===== src/rtl/obi_mem_arbiter.sv =====
// obi_mem_arbiter: round-robin 2:1 OBI arbiter, instr + data onto one mem port.
// Ports: instr_* / data_* upstream, mem_* downstream, outstanding_o count, err_o sticky.
module obi_mem_arbiter #(
  parameter int ADDR_WIDTH      = 32,
  parameter int DATA_WIDTH      = 32,
  parameter int MAX_OUTSTANDING = 2
) (
  input  logic                            clk_i,
  input  logic                            rst_ni,
  input  logic                            instr_req_i,
  input  logic [ADDR_WIDTH-1:0]           instr_addr_i,
  output logic                            instr_gnt_o,
  output logic                            instr_rvalid_o,
  output logic [DATA_WIDTH-1:0]           instr_rdata_o,
  input  logic                            data_req_i,
  input  logic [ADDR_WIDTH-1:0]           data_addr_i,
  input  logic                            data_we_i,
  input  logic [DATA_WIDTH/8-1:0]         data_be_i,
  input  logic [DATA_WIDTH-1:0]           data_wdata_i,
  output logic                            data_gnt_o,
  output logic                            data_rvalid_o,
  output logic [DATA_WIDTH-1:0]           data_rdata_o,
  output logic                            mem_req_o,
  output logic [ADDR_WIDTH-1:0]           mem_addr_o,
  output logic                            mem_we_o,
  output logic [DATA_WIDTH/8-1:0]         mem_be_o,
  output logic [DATA_WIDTH-1:0]           mem_wdata_o,
  input  logic                            mem_gnt_i,
  input  logic                            mem_rvalid_i,
  input  logic [DATA_WIDTH-1:0]           mem_rdata_i,
  output logic [$clog2(MAX_OUTSTANDING):0] outstanding_o,
  output logic                            err_o
);

  localparam int BW = DATA_WIDTH / 8;
  localparam int CW = $clog2(MAX_OUTSTANDING) + 1;
  localparam int PW = (MAX_OUTSTANDING > 1) ?
                      $clog2(MAX_OUTSTANDING) : 1;
  localparam logic [CW-1:0] MAXC  = CW'(MAX_OUTSTANDING);
  localparam logic [PW-1:0] LASTP = PW'(MAX_OUTSTANDING - 1);

  typedef enum logic {
    IDLE,
    LOCKED
  } state_t;

  // Port IDs: 0 = instr, 1 = data
  state_t        r_state;
  logic          r_sel;
  logic          r_last;
  logic          r_fifo [MAX_OUTSTANDING];
  logic [PW-1:0] r_wptr;
  logic [PW-1:0] r_rptr;
  logic [CW-1:0] r_cnt;
  logic          r_err;

  logic w_full;
  logic w_pick;
  logic w_req;
  logic w_sel;
  logic w_acc;
  logic w_pop;
  logic w_head;

  assign w_full = (r_cnt == MAXC);

  // On conflict the port not granted last wins
  assign w_pick = (instr_req_i & data_req_i) ?
                  ~r_last : data_req_i;

  assign w_req = (r_state == LOCKED) |
                 (~w_full & (instr_req_i | data_req_i));

  assign w_sel = (r_state == LOCKED) ? r_sel : w_pick;
  assign w_acc = w_req & mem_gnt_i;
  assign w_pop = mem_rvalid_i & (r_cnt != '0);
  assign w_head = r_fifo[r_rptr];

  always_comb begin
    mem_req_o   = w_req;
    mem_addr_o  = instr_addr_i;
    mem_we_o    = 1'b0;
    mem_be_o    = {BW{1'b1}};
    mem_wdata_o = '0;
    if (w_sel) begin
      mem_addr_o  = data_addr_i;
      mem_we_o    = data_we_i;
      mem_be_o    = data_be_i;
      mem_wdata_o = data_wdata_i;
    end
  end

  assign instr_gnt_o = w_acc & ~w_sel;
  assign data_gnt_o  = w_acc & w_sel;

  assign instr_rvalid_o = w_pop & ~w_head;
  assign data_rvalid_o  = w_pop & w_head;
  assign instr_rdata_o  = instr_rvalid_o ?
                          mem_rdata_i : '0;
  assign data_rdata_o   = data_rvalid_o ?
                          mem_rdata_i : '0;

  assign outstanding_o = r_cnt;
  assign err_o         = r_err;

  always_ff @(posedge clk_i or negedge rst_ni) begin
    if (!rst_ni) begin
      r_state <= IDLE;
      r_sel   <= 1'b0;
      r_last  <= 1'b0;
      r_wptr  <= '0;
      r_rptr  <= '0;
      r_cnt   <= '0;
      r_err   <= 1'b0;
      for (int i = 0; i < MAX_OUTSTANDING; i++)
        r_fifo[i] <= 1'b0;
    end else begin
      unique case (r_state)
        IDLE: begin
          if (w_req && !mem_gnt_i) begin
            r_state <= LOCKED;
            r_sel   <= w_sel;
          end
        end
        LOCKED: begin
          if (mem_gnt_i)
            r_state <= IDLE;
        end
        default: r_state <= IDLE;
      endcase

      if (w_acc) begin
        r_fifo[r_wptr] <= w_sel;
        r_last         <= w_sel;
        r_wptr <= (r_wptr == LASTP) ?
                  '0 : r_wptr + 1'b1;
      end

      if (w_pop)
        r_rptr <= (r_rptr == LASTP) ?
                  '0 : r_rptr + 1'b1;

      unique case ({w_acc, w_pop})
        2'b10:   r_cnt <= r_cnt + 1'b1;
        2'b01:   r_cnt <= r_cnt - 1'b1;
        default: r_cnt <= r_cnt;
      endcase

      if (mem_rvalid_i && r_cnt == '0)
        r_err <= 1'b1;
    end
  end

endmodule

===== config.mk =====
export PLATFORM = sky130hd
export DESIGN_NAME = obi_mem_arbiter
export DESIGN_NICKNAME = d
export VERILOG_FILES = /design/src/rtl/obi_mem_arbiter.sv
export SDC_FILE = /design/constraint.sdc
export NUM_CORES = 1
export LEC_CHECK = 0
export ABC_AREA = 1
export BUFFER_PORTS_ARGS = -buffer_cell sky130_fd_sc_hd__buf_2
export CAP_MARGIN = 15
export CORE_AREA = 8 8 104 106
export CTS_CLUSTER_SIZE = 16
export DETAILED_ROUTE_END_ITERATION = 6
export DIE_AREA = 0 0 112 114
export GPL_TIMING_DRIVEN = 0
export HOLD_SLACK_MARGIN = 0.15
export REMOVE_ABC_BUFFERS = 1
export SLEW_MARGIN = 5
export SYNTH_ARGS = -nofsm -noshare
export SYNTH_HDL_FRONTEND = slang
export SYNTH_SLANG_ARGS = --single-unit

===== constraint.sdc =====
create_clock -name clk_i -period 2.25 [get_ports clk_i]
set_input_delay 0.3375 -clock clk_i [delete_from_list [all_inputs] [get_ports clk_i]]
set_output_delay 0.3375 -clock clk_i [all_outputs]
set_load 0.03 [all_outputs]

* Yosys cells after proc, flatten, opt, wreduce, memory -nomap -nowiden
Index checks and enable logic that the tools add are counted.
** Word-level totals
- Register bits after elaboration :: 10
- Input bits :: 139
- Output and inout port bits :: 141
- Logic and storage cells :: 64
** Operators by class
- Add/sub/neg operators :: 4
- $lt $le $gt $ge :: 3
- Equality and inequality tests :: 3
- Mux-type cells :: 20
- Bitwise gates (word level) :: 17
- Reduce and logical (&&, ||, !) cells :: 8
** Operators by type and width (number)
- 32-bit two-way mux :: 4
- 1-bit two-way mux :: 11
- 1-bit AND :: 8
- 1-bit inverter :: 5
- 2-bit == test (second input constant) :: 2
- 2-bit >= comparator (second input constant) :: 2
- 4-bit two-way mux :: 1
- 1-bit inverter with 2-bit output :: 2
- 2-bit case mux with 2 select lines :: 1
- 2-bit nonzero test :: 2
- 1-bit logical AND :: 3
- 1-bit adder (second input constant) :: 2
- 2-bit by 1-bit adder with 2-bit output (second input constant) :: 1
- 2-bit bitwise mux :: 1
- 2-bit by 1-bit == test with 1-bit output (second input constant) :: 1
- 2-bit logical NOT :: 1
- 2-bit by 1-bit < comparator with 1-bit output (second input constant) :: 1
- 1-bit OR :: 2
- 1-bit case mux with 2 select lines :: 1
- 2-bit AND reduction :: 1
- 2-bit by 1-bit subtractor with 2-bit output (second input constant) :: 1
- 1-bit demux with 1-bit select :: 1
- 1-bit logical NOT :: 1

* Depth between registers and ports, before layout
Gate-level depths: netlist of run 1.
- Word-level depth :: 7
- Depth in mapped cells :: 9
- Depth with buffers taken out :: 9

* Worst setup path after synthesis of run 1
Ideal clock, no wire load.
- Path type :: register -> output
- From :: register r_cnt[0], in the netlist outstanding_o[0]
- To :: output data_rdata_o[10]
- Arrival :: 1.742 ns
- Required time :: 1.913 ns
- Path slack :: 0.171 ns
- Cell stages (with the launch flop) :: 6
- Buffers on the path :: 1
- Path through :: dfrtp_1 -> o21ai_2 -> nor2_2 -> inv_2 -> buf_6 -> nor2_1
** On the way
- Longest elaborated chain between the ends :: 4
** Ends and longest elaborated chain
- from (decl) :: RTL line 54 : logic [CW-1:0] r_cnt;
- from (signal assigned) :: RTL line 144 : 2'b10: r_cnt <= r_cnt + 1'b1;
- from (signal assigned) :: RTL line 145 : 2'b01: r_cnt <= r_cnt - 1'b1;
- from (signal assigned) :: RTL line 146 : default: r_cnt <= r_cnt;
- 2-bit nonzero test :: RTL line 76 : assign w_pop = mem_rvalid_i & (r_cnt != '0);
- 1-bit AND :: RTL line 76
- 1-bit AND :: RTL line 97 : assign data_rvalid_o = w_pop & w_head;
- named net data_rvalid_o :: RTL line 21 : output logic data_rvalid_o,
- 32-bit two-way mux :: RTL line 100 : assign data_rdata_o = data_rvalid_o ?
- to (decl) :: RTL line 22 : output logic [DATA_WIDTH-1:0] data_rdata_o,
The timed path passes the listed nets, and every way through them passes these cells.

* Final worst setup path of run 1
- From :: register r_state
- To :: output mem_be_o[3]
** On the way
- Longest elaborated chain between the ends :: 2
** Ends and longest elaborated chain
- from (decl) :: RTL line 48 : state_t r_state;
- from (signal assigned) :: RTL line 108 : r_state <= IDLE;
- from (signal assigned) :: RTL line 121 : r_state <= LOCKED;
- from (signal assigned) :: RTL line 127 : r_state <= IDLE;
- 1-bit two-way mux :: RTL line 74 : assign w_sel = (r_state == LOCKED) ? r_sel : w_pick;
- 4-bit two-way mux :: RTL line 85 : if (w_sel) begin
- to (decl) :: RTL line 26 : output logic [DATA_WIDTH/8-1:0] mem_be_o,
Every way passes these cells.

==> results.txt, run 1 <==
PortBufs: 279
Worst-path clk slew: 0.05 ns
Fin. Hold Viols: 0
Post-Synthesis Cell Area: 0.00164 mm²
flops & latches, synth: 10
period utilization: 93.8%
worst min path class: input pin to flop
Synth cell types: 24
Crit path required time: 1.91 ns
initial antenna violation count: 0
Starting Density: 18.0%
Placer Congestion: 0.885
DIE AREA: 0.0128 mm²
CP endpoint: mem_be_o[3]
cts bufs inserted: 3
crit end category: output port
Clock power frac: 6.2%
CP startpoint: r_state
top post-synthesis cells by area: nand2_1 (25%), nor2_1 (23%), inv_1 (17%)
Max-slew headroom: 67.5%
max cap viols: 0
Final setup violation count: 0
Critical Path AT: 1.77 ns
worst hold start: mem_rvalid_i
Chip Height: 114 µm
Pleak: 0.00238 µW
Main synth FF type: dfrtp_1
final global-route overflow total: 0
placed cell areas: 0.00306 mm²
Worst-Margin Slew: 0.487 ns
most common cell in the netlist: nand2_1
Slew Limit Fails: 0
Buf/Inv on CP: 3
TritonRoute pass-1 iters: 5
largest net degree at the start of global routing: 73
routed via count: 2802
Clk Latency, worst-skew pair: 0.23 ns
Register-to-Register Path Depth: 9
final setup margin: 0.140 ns
worst clock skew: 0.000412 ns
gr usage total: 13.4%
fin nets: 748
Synth top area share: 25.0%
clock buffer depth: 2
row cnt: 35
Core Area: 0.00911 mm²
worst reg2reg startpoint: outstanding_o[0]
kind of cell adding the most delay to the critical path: simple AND/OR/NAND/NOR gates
Internal: 1170 µW
DRC: 0
Net Sw Power: 2350 µW
fin area: 0.00314 mm²
CP max-delay cell: dfrtp_1
R2R setup slack: 0.44 ns
cell count after synthesis: 339
Post-CTS Setup Bufs: 0
FF-to-FF End: outstanding_o[1]
synth cell count leaders: nand2_1 (109), nor2_1 (99), inv_1 (73), buf_2 (10), dfrtp_1 (10)
Fmax: 474 MHz
Post-synth EDFFs: 0
dpl ws: -0.350 ns
first-pass GRT wire length: 14200 µm
number of global-route vias before repair: 2865
# IOs: 280
clock sinks: 10
CTS H-tree depth: 1
clk root buf: clkbuf_8
antenna fix cells: 0
sequential fraction of the synthesis area: 15.3%
asr flop ratio synth: 100%
CP cell instances: inv_2 > nand3_2 > nand2_8 > inv_12 > or2_2 > buf_2
Synth area leader: nand2_1
Seq pwr share: 9.1%
Routed Antenna Nets: 0
Area Overhead vs Synth: 91.8%
status: finished, final reports clean
crit-path max FO: 72
crit-path max cell delay: 0.38 ns
Net Sw Frac: 66.8%
die extent in x: 112 µm
Tot Pwr: 3520 µW
Peak supply drop: 0.358 mV
pwr/cell area: 1120 mW/mm²
RSZ-0062 raised after global routing: no
Tmin final: 2.11 ns
routed len/inst: 13.1 µm
CP Class: flop to output port
1st-iter DRT viols: 178
hpwl dp: 8370 µm
Worst path depth: 6
Yosys warning total: 0
CTS tree: built
vias per inst: 3.90
WL final: 9410 µm
layout cell share with drive strength beyond 1: 49.1%
mean post-synth cell area: 4.84 µm²
Gate power share: 84.7%
CP Launch Type: flop
-- cell families after synthesis --
family | share of synthesized area, %
adder cells (fa/ha/maj) | 0.763
flip-flops | 15.3
XOR/XNOR | 1.60
AND/OR/NAND/NOR | 54.4
buffers and inverters | 24.8
AO/OA/AOI/OAI | 3.13
-- layout by cell type, fill, tap and decap left out --
| cell type | n |
|---|---|
| buf_2 | 279 |
| nand2_1 | 109 |
| nor2_1 | 99 |
| inv_1 | 73 |
| dfrtp_1 | 10 |
| clkbuf_8 | 4 |
| inv_2 | 3 |
| nand4_1 | 3 |
| nand2_2 | 2 |
| or2_1 | 2 |
| or2_2 | 2 |
| o21ai_2 | 2 |
| a21oi_1 | 2 |
| nand3_1 | 2 |
| xor2_1 | 2 |
| o21ai_0 | 2 |
| nand3_2 | 1 |
| nand2_8 | 1 |
| inv_12 | 1 |
| or2_0 | 1 |
| nor2_2 | 1 |
| nand2_4 | 1 |
| a31o_2 | 1 |
| xnor2_1 | 1 |
| o21ai_1 | 1 |
| ha_1 | 1 |
| dlygate4sd3_1 | 1 |
-- layer usage --
metal / vias to the layer above / wire length [µm] / global-route usage (%) / part of all wire, %
met5: - / 0 / 0 / 0
met4: 0 / 138 / 3.24 / 1.5
met3: 16 / 1020 / 6.13 / 11
met2: 149 / 4930 / 25.4 / 52
met1: 1154 / 3330 / 12.9 / 35
li1: 1483 / - / - / -
-- stage by stage --
step	TNS [ns]	util [%]	cells	hold WS, ns
3_5_place_dp	-10.71	33.6	713	0.212
5_1_grt	0	34.5	718	0.378
4_1_cts	0	34.4	718	0.371
3_3_place_gp	-8.03	33.6	713	0.209
2_1_floorplan	0	-	323	0.0419
6_report	0	34.5	718	0.378
-- timing repair --
item	CTS	global route
resized for setup	3	3
hold buffers	1	0
hold endpoints to repair	10	0
endpoints found under the setup margin	70	34
gates cloned	0	0
pin swaps	0	0
-- cell type report --
cell class                 count  area (µm²)
clock buffer                   4        55.1
fill                         986        5970
inverter                      77         302
multi-input combinational    236         991
sequential                    10         250
tap                          111         139
timing repair buffer         280        1410
-- worst min-delay path by stage --
stage                         end  slack, ns  depth (start not counted)
after CTS                 r_state       0.37                          2
after global routing        err_o       0.38                          2
after global placement      r_sel       0.21                          1
final                       err_o       0.38                          2
after detailed placement  r_state       0.21                          1
after floorplan             err_o       0.04                          0
-- registers in the layout, indices dropped and copies added (netlist names) --
| signal | flops |
|---|---|
| r_rptr | 1 |
| r_wptr | 1 |
| err_o | 1 |
| r_state | 1 |
| outstanding_o | 2 |
| r_fifo | 2 |
| r_last | 1 |
| r_sel | 1 |
-- power groups by stage --
| stage | Clock (µW) | Sequential (µW) | Combinational, µW |
|---|---|---|---|
| CTS | 225 | 321 | 3010 |
| finish | 219 | 320 | 2980 |
| detailed placement | 0 | 324 | 2990 |
| floorplan | 0 | 348 | 2020 |
| global placement | 0 | 319 | 2970 |
| global route | 235 | 335 | 3230 |
-- worst reg2reg max path, stage by stage, from the launching register on --
cell,delay (ns)
dfrtp_1,0.45
inv_1,0.09
nand2_1,0.10
nand2_1,0.09
nand2_2,0.13
nand2_2,0.13
ha_1,0.33
a21oi_1,0.11
o21ai_0,0.11
xor2_1,0.16
Note: power is estimated with default switching activity, not from simulation.
==> run 2, diff against run 1 <==
- CELL_PAD_IN_SITES_DETAIL_PLACEMENT: default -> 1
- CELL_PAD_IN_SITES_GLOBAL_PLACEMENT: default -> 1
- CORE_AREA: 8 8 104 106 -> default
- CORE_ASPECT_RATIO: default -> 0.9
- CORE_MARGIN: default -> 8
- CORE_UTILIZATION: default -> 14
- DIE_AREA: 0 0 112 114 -> default
- PLACE_DENSITY_LB_ADDON: default -> 0.1
==> results.txt, run 2 (synthesis gave the netlist of run 1 again) <==
CTS tree: built (unchanged)
crit-path max FO: 72 (unchanged)
Clk Latency, worst-skew pair: 0.24 ns (was 0.23 ns)
Routed Antenna Nets: 0 (unchanged)
CTS H-tree depth: 1 (unchanged)
RSZ-0062 raised after global routing: no (unchanged)
initial antenna violation count: 4 (was 0)
die extent in x: 130 µm (was 112 µm)
final global-route overflow total: 0 (unchanged)
Placer Congestion: 0.790 (was 0.885)
Pleak: 0.00240 µW (was 0.00238 µW)
status: finished, final reports clean (unchanged)
PortBufs: 279 (unchanged)
gr usage total: 13.8% (was 13.4%)
most common cell after layout, fill and taps aside: buf_2 (unchanged)
fin area: 0.00324 mm² (was 0.00314 mm²)
number of global-route vias before repair: 3037 (was 2865)
CP max-delay cell: dfrtp_1 (unchanged)
largest net degree at the start of global routing: 73 (unchanged)
Chip Height: 119 µm (was 114 µm)
routed via count: 2894 (was 2802)
first-pass GRT wire length: 17000 µm (was 14200 µm)
area occupied by multi-input gates: 991 µm² (unchanged)
clock buffer depth: 2 (unchanged)
period utilization: 94.6% (was 93.8%)
antenna fix cells: 0 (unchanged)
cts bufs inserted: 3 (unchanged)
final setup margin: 0.121 ns (was 0.140 ns)
R2R setup slack: 0.48 ns (was 0.44 ns)
clk root buf: clkbuf_16 (was clkbuf_8)
CP Launch Type: flop (unchanged)
dpl ws: -0.363 ns (was -0.350 ns)
Peak supply drop: 0.305 mV (was 0.358 mV)
layout cell share with drive strength beyond 1: 49.1% (unchanged)
Final setup violation count: 0 (unchanged)
max cap viols: 0 (unchanged)
Tmin final: 2.13 ns (was 2.11 ns)
DIE AREA: 0.0154 mm² (was 0.0128 mm²)
Area Overhead vs Synth: 97.4% (was 91.8%)
worst clock skew: 0.000442 ns (was 0.000412 ns)
placed cell areas: 0.00311 mm² (was 0.00306 mm²)
Fmax: 470 MHz (was 474 MHz)
filler instances: 1641 (was 986)
WL final: 11500 µm (was 9410 µm)
crit end category: output port (unchanged)
TritonRoute pass-1 iters: 4 (was 5)
fin nets: 748 (unchanged)
Slew Limit Fails: 0 (unchanged)
routed len/inst: 15.1 µm (was 13.1 µm)
Critical Path AT: 1.79 ns (was 1.77 ns)
CP cell instances: inv_2 > nand3_2 > nand2_8 > inv_12 > or2_2 > buf_2 (unchanged)
worst min path class: input pin to flop (unchanged)
Crit path required time: 1.91 ns (about the same)
Core Area: 0.0114 mm² (was 0.00911 mm²)
Fin. Hold Viols: 0 (unchanged)
1st-iter DRT viols: 44 (was 178)
clock sinks: 10 (unchanged)
vias per inst: 3.79 (was 3.90)
FF+latch area: 250 µm² (unchanged)
Worst-Margin Slew: 0.360 ns (was 0.487 ns)
pwr/cell area: 1150 mW/mm² (was 1120 mW/mm²)
row cnt: 37 (was 35)
DRC: 0 (unchanged)
Max-slew headroom: 76.0% (was 67.5%)
most frequent cells in the layout: buf_2 (279), nand2_1 (109), nor2_1 (99) (unchanged)
# IOs: 280 (unchanged)
crit-path max cell delay: 0.38 ns (about the same)
Starting Density: 14.3% (was 18.0%)
Worst-path clk slew: 0.04 ns (was 0.05 ns)
hpwl dp: 10200 µm (was 8370 µm)
CP Class: flop to output port (unchanged)
[run 2: cell types whose count changed in the layout (fill, tap and decap cells not counted)]
cell,before,now
clkbuf_16,0,3
clkbuf_8,4,1
inv_2,3,2
inv_4,0,1
[run 2: what timing repair did]
item | in CTS | in global routing
buffers inserted | 0 | 0
hold buffers | 1 | 0
resized for setup | 3 | 5
endpoints found under the hold margin | 10 | 0
gates cloned | 0 | 0
setup endpoints to repair | 70 | 39
[run 2: routing by layer]
| layer | GRT usage [%] | share of wire (%) | vias up |
|---|---|---|---|
| met1 | 13.0 | 33 | 1215 |
| met2 | 25.5 | 50 | 174 |
| met4 | 1.81 | 0.75 | 8 |
| li1 | - | - | 1482 |
| met5 | 0 | 0.44 | - |
| met3 | 8.40 | 16 | 15 |
[run 2: stage by stage]
stage | power [µW] | TNS (ns) | utilization [%] | hold WS, ns | instances
global placement | 3400 | -17.30 | 27.2 | 0.221 | 758
detailed placement | 3410 | -18.77 | 27.2 | 0.222 | 758
CTS | 3800 | 0 | 28.2 | 0.351 | 763
finish | 3720 | 0 | 28.3 | 0.354 | 763
floorplan | 2360 | 0 | - | 0.0419 | 323
global route | 4010 | 0 | 28.3 | 0.356 | 763
[run 2: cell type report]
cell class	instances	area share, %
repair buffers	280	43.5
multi-input cells	236	30.6
inverters	77	9.40
flip-flops and latches	10	7.73
well taps	156	6.03
clock buffers	4	2.75
[run 2: path summary, 6_finish.rpt]
kind                                   from                to  cells past startpoint
setup reg to reg           outstanding_o[0]  outstanding_o[1]                      9
hold reg to reg                       err_o             err_o                      1
setup / recovery                    r_state       mem_be_o[3]                      6
max in group asynchronous            rst_ni             err_o                      2
min in group asynchronous            rst_ni            r_last                      2
hold / removal                    mem_gnt_i           r_state                      2
[run 2: power by group]
group | internal (µW) | total [µW] | switching (µW)
logic | 761 | 3040 | 2280
registers | 256 | 321 | 64.4
clock network | 268 | 356 | 88.7
total | 1290 | 3720 | 2430
[run 2: critical path, delay by kind of cell (launching register included)]
family / cells / cell delay, ns
buf+inv: 3 / 0.44
simple gates: 3 / 0.69
flops: 1 / 0.38
